===== src/rtl/sound_player.sv =====
// Game sound-effect sequencer: plays a fixed list of square-wave notes per request code
// and drives a single-bit speaker output.
module sound_player #(
    parameter int unsigned NOTE_CYCLES = 1_200_000
) (
    input  logic       clk,
    input  logic       reset,
    input  logic       playsound,
    input  logic [1:0] soundselector,
    input  logic       mute,
    output logic       speaker,
    output logic       busy,
    output logic [1:0] note_idx
);

    localparam int unsigned DUR_W = (NOTE_CYCLES > 2) ? $clog2(NOTE_CYCLES) : 1;
    localparam logic [DUR_W-1:0] DUR_LAST = DUR_W'(NOTE_CYCLES - 1);

    localparam logic [0:0] IDLE = 1'b0;
    localparam logic [0:0] PLAY = 1'b1;

    localparam logic [1:0] SND_UI_PRESS    = 2'd0;
    localparam logic [1:0] SND_NEXTLEVEL   = 2'd1;
    localparam logic [1:0] SND_CRASH       = 2'd2;
    localparam logic [1:0] SND_CELEBRATION = 2'd3;

    localparam logic [15:0] HALF_C5 = 16'd11472;
    localparam logic [15:0] HALF_E5 = 16'd9104;
    localparam logic [15:0] HALF_G5 = 16'd7653;
    localparam logic [15:0] HALF_C6 = 16'd5731;
    localparam logic [15:0] HALF_A3 = 16'd27273;
    localparam logic [15:0] HALF_F3 = 16'd34286;

    logic [0:0]       state, state_d;
    logic             prev_play;
    logic [1:0]       sel, sel_d;
    logic [15:0]      tone_cnt, tone_cnt_d;
    logic [DUR_W-1:0] dur_cnt, dur_cnt_d;
    logic [1:0]       note_idx_d;
    logic             sq, sq_d;

    logic [15:0] half;
    logic [1:0]  last_idx;
    logic        req;
    logic        tone_wrap;
    logic        note_end;
    logic        last_note;

    // Half-period of the current note and index of the final note for the latched sound.
    always_comb begin
        half     = HALF_C6;
        last_idx = 2'd0;
        unique case (sel)
            SND_UI_PRESS: begin
                half     = HALF_C6;
                last_idx = 2'd0;
            end
            SND_NEXTLEVEL: begin
                last_idx = 2'd2;
                unique case (note_idx)
                    2'd0:    half = HALF_C5;
                    2'd1:    half = HALF_E5;
                    default: half = HALF_G5;
                endcase
            end
            SND_CRASH: begin
                last_idx = 2'd1;
                half     = (note_idx == 2'd0) ? HALF_A3 : HALF_F3;
            end
            SND_CELEBRATION: begin
                last_idx = 2'd3;
                unique case (note_idx)
                    2'd0: half = HALF_C5;
                    2'd1: half = HALF_E5;
                    2'd2: half = HALF_G5;
                    2'd3: half = HALF_C6;
                endcase
            end
        endcase
    end

    assign req       = playsound & ~prev_play;
    assign tone_wrap = (tone_cnt == half - 16'd1);
    assign note_end  = (dur_cnt == DUR_LAST);
    assign last_note = (note_idx == last_idx);

    always_comb begin
        state_d    = state;
        sel_d      = sel;
        tone_cnt_d = tone_cnt;
        dur_cnt_d  = dur_cnt;
        note_idx_d = note_idx;
        sq_d       = sq;

        if (req) begin
            // A new request always restarts from note 0, preempting any sound in progress.
            state_d    = PLAY;
            sel_d      = soundselector;
            tone_cnt_d = '0;
            dur_cnt_d  = '0;
            note_idx_d = '0;
            sq_d       = 1'b0;
        end else if (state == PLAY) begin
            if (note_end) begin
                tone_cnt_d = '0;
                dur_cnt_d  = '0;
                sq_d       = 1'b0;
                if (last_note) begin
                    state_d = IDLE;
                end else begin
                    note_idx_d = note_idx + 2'd1;
                end
            end else begin
                dur_cnt_d = dur_cnt + DUR_W'(1);
                if (tone_wrap) begin
                    tone_cnt_d = '0;
                    sq_d       = ~sq;
                end else begin
                    tone_cnt_d = tone_cnt + 16'd1;
                end
            end
        end else begin
            tone_cnt_d = '0;
            dur_cnt_d  = '0;
            sq_d       = 1'b0;
        end
    end

    always_ff @(posedge clk) begin
        if (reset) begin
            state     <= IDLE;
            prev_play <= 1'b0;
            sel       <= 2'd0;
            tone_cnt  <= '0;
            dur_cnt   <= '0;
            note_idx  <= 2'd0;
            sq        <= 1'b0;
        end else begin
            state     <= state_d;
            prev_play <= playsound;
            sel       <= sel_d;
            tone_cnt  <= tone_cnt_d;
            dur_cnt   <= dur_cnt_d;
            note_idx  <= note_idx_d;
            sq        <= sq_d;
        end
    end

    assign busy    = (state == PLAY);
    assign speaker = sq & ~mute;

endmodule

===== config.mk =====
export PLATFORM = sky130hd
export DESIGN_NAME = sound_player
export DESIGN_NICKNAME = d
export VERILOG_FILES = /design/src/rtl/sound_player.sv
export SDC_FILE = /design/constraint.sdc
export NUM_CORES = 1
export LEC_CHECK = 0
export CAP_MARGIN = 20
export CORE_UTILIZATION = 42
export CTS_BUF_LIST = sky130_fd_sc_hd__clkbuf_16
export DETAILED_ROUTE_END_ITERATION = 8
export GPL_ROUTABILITY_DRIVEN = 0
export PLACE_DENSITY = 0.58
export SLEW_MARGIN = 15
export SYNTH_ARGS = -nofsm -noshare
export SYNTH_HDL_FRONTEND = slang
export SYNTH_SLANG_ARGS = --single-unit

===== constraint.sdc =====
create_clock -name clk -period 3.2 [get_ports clk]
set_input_delay 0.32 -clock clk [delete_from_list [all_inputs] [get_ports clk]]
set_output_delay 0.32 -clock clk [all_outputs]
set_load 0.05 [all_outputs]

==> flow_summary.yaml <==
status:
  status: "finished with violations"
  violations: "setup timing"
finish:
  utilization: 0.530
  regArea_um2: 888
  n_fill_cell: 564
  area_growth_pct: 20.6
  design_area_um2: 3170
  multi_input_comb_area_um2: 1730
  nNetsFinal: 359
  antennaDiodeCount: 0
  drive_gt1_frac: 0.177
worst_setup_path:
  crit_type: "flip-flop to flip-flop"
  critPathMaxFanout: 8
  crit_path_start_kind: "flip-flop"
  worstPathRequired_ns: 3.37
  timing.critical_path.slowest_cell_delay_ns: 0.48
  end_kind: "flip-flop"
  arrival_ns: 3.39
  crit_top_cell: "nor2_1"
  crit_path_top_delay_cell: "or4_4"
  crit_chain: "inv_4 > ha_4 > o211ai_1 > a21oi_2 > nor2_1 > ha_2 > or3b_4 > o31a_1 > or4_4 > a22oi_2 > nand4_2 > o21bai_4 > clkbuf_16 > nor2_1"
synthesis:
  synth_most_common_cell: "nor2_1"
  synth_ff_type: "dfxtp_1"
  synthArstFlopShare: 0
  ys_seq_area_frac: 0.335
  ys_ff_latch: 44
  synth_area_um2: 2630
  yosysUniqueCellTypes: 57
  yosys_warnings: 0
  syn_inst: 322
  syn_nets: 337
  netlist_top_cells_area: "dfxtp_1, xor2_1, nor2_1"
  synth_top_area_share: 0.335
  synth_edf_count: 0
  synth_common_cells: "nor2_1, dfxtp_1, xor2_1, nand2_1, nand3_1"
  synth_area_leader_cell: "dfxtp_1"
  avgSynthCellArea_um2: 8.18
clock_network:
  path_clk_slew_ns: 0.05
  cts_buffers: 5
  clk_path_buf_depth: 2
  cts_tree: "yes"
  cts_root_buffer: "clkbuf_16"
  hold_buffers: 0
  htreeDepth: 2
  clock_latency_ns: 0.28
  clock-sinks: 44
detailed_routing:
  wire_per_inst_um: 14.1
  firstDrtPassIters: 4
  num_vias: 2258
  totalWireLength_mm: 5.94
  avgViaCountPerCell: 5.38
  drt-initial-drc-count: 108
  drc: 0
  ant_nets: 0
worst_hold_path:
  min_path_type: "flip-flop to flip-flop"
place:
  hpwl_mm: 4.24
  placed_area_um2: 2910
  io_buffers: 9
sta:
  rsz0062_at_grt: "yes"
  fin_skew_ns: 0.00647
  hold_viol_final: 0
  period_minus_slack_ns: 3.21
  drv_slew: 0
  setup_viol: 9
  worstMarginPinSlew_ns: 0.679
  timing.hold.ws_ns: 0.474
  setup_tns_ns: -0.0582
  fmax_mhz: 311
  finalWorstSetupSlack_ns: -0.0145
  max-slew-margin-rel: 0.536
  finalCritPeriodShare: 1.00
power:
  power.share.clock: 0.412
  pwr-share-comb: 0.107
  leakagePower_nw: 1.09
  p_sw_frac: 0.231
  powerDensity_nw_per_um2: 364
  ir_worst_vdd_v: 0.000302
  seq_power_share: 0.481
  p_sw_mw: 0.267
  totalPowerFinal_mw: 1.16
  p_int_mw: 0.890
global_route:
  grt_max_degree: 17
  grt_pass1_wl_mm: 9.87
  grt_overflow: 0
  grt_pass1_vias: 2129
  track_usage: 0.194
  antenna_found_initial: 0
die:
  die_h_um: 81.2
  fp-row-count: 28
  io_pins: 10
  start_util: 0.439
  die_w_um: 81.2
  dieArea_um2: 6590
  core-area_um2: 5990
run:
  drv_cap: 0
final cells by class:
cell class / count / area share
inverter: 10 / 0.0126
clock buffer: 5 / 0.0394
tap: 75 / 0.0296
clock inverter: 3 / 0.00355
sequential: 44 / 0.280
multi-input combinational: 252 / 0.545
timing repair buffer: 31 / 0.0899
repair_timing:
action,in CTS,in global routing
pin swaps,1,11
endpoints found under the setup margin,1,17
resized for setup,0,24
gates cloned,0,1
buffers inserted,0,2
worst paths after layout:
kind | startpoint | to | slack, ns | cells after the start
max | note_idx[0]$_SDFFE_PP0P_ | tone_cnt[8]$_SDFF_PP0_ | -0.01 | 14
min | dur_cnt[0]$_SDFF_PP0_ | dur_cnt[0]$_SDFF_PP0_ | 0.47 | 1
max reg2reg | note_idx[0]$_SDFFE_PP0P_ | tone_cnt[8]$_SDFF_PP0_ | -0.01 | 14
min reg2reg | dur_cnt[0]$_SDFF_PP0_ | dur_cnt[0]$_SDFF_PP0_ | 0.47 | 1
critical path, delay by kind of cell (launching register included):
kind	cells	cell delay (ns)
AND/OR/NAND/NOR	5	1.15
AO/OA/AOI/OAI	5	0.99
flip-flops	1	0.39
adder cells (fa/ha/maj)	2	0.34
buffers and inverters	2	0.24
placed cells by master (no fill, tap or decap), types with 9 or more instances in the layout:
cell type,instances
xor2_1,25
nor2b_1,9
o21ai_0,11
dfxtp_1,42
nand3_1,20
clkdlybuf4s50_1,9
buf_4,20
nor2_1,41
inv_1,10
xnor2_1,17
nand2_1,20
metal layers:
layer / vias to the layer above / wire (um) / part of all wire / GRT usage
met5: - / 0 / 0 / 0
met4: 0 / 79 / 0.013 / 0.0536
met3: 8 / 221 / 0.037 / 0.0416
met2: 34 / 2770 / 0.47 / 0.322
met1: 1060 / 2870 / 0.48 / 0.251
li1: 1156 / - / - / -
state kept, by name, summed over array words and instances (netlist names):
signal and flops:
sel 2, prev_play 1, tone_cnt 16, busy 1, sq 1, note_idx 2
dur_cnt 21
cell families after synthesis:
family,count (synthesis),synth area share
XOR/XNOR,42,0.140
multiplexers,4,0.0152
flip-flops,44,0.335
adder cells (fa/ha/maj),9,0.0428
buffers and inverters,26,0.0437
AO/OA/AOI/OAI,46,0.132
AND/OR/NAND/NOR,151,0.292
power by group through the flow:
stage,registers (mW),clock network (mW),logic (mW)
after floorplan,0.570,0,0.0797
after global placement,0.569,0,0.115
after detailed placement,0.569,0,0.116
after CTS,0.556,0.489,0.117
after global routing,0.558,0.505,0.137
final,0.557,0.476,0.123
through the flow:
stage,setup WS (ns),cells
floorplan,-0.173,322
global placement,0.0812,409
detailed placement,0.0177,409
CTS,0.00341,417
global route,-0.192,420
finish,-0.0145,420
Power figures use the tool's default switching activity.
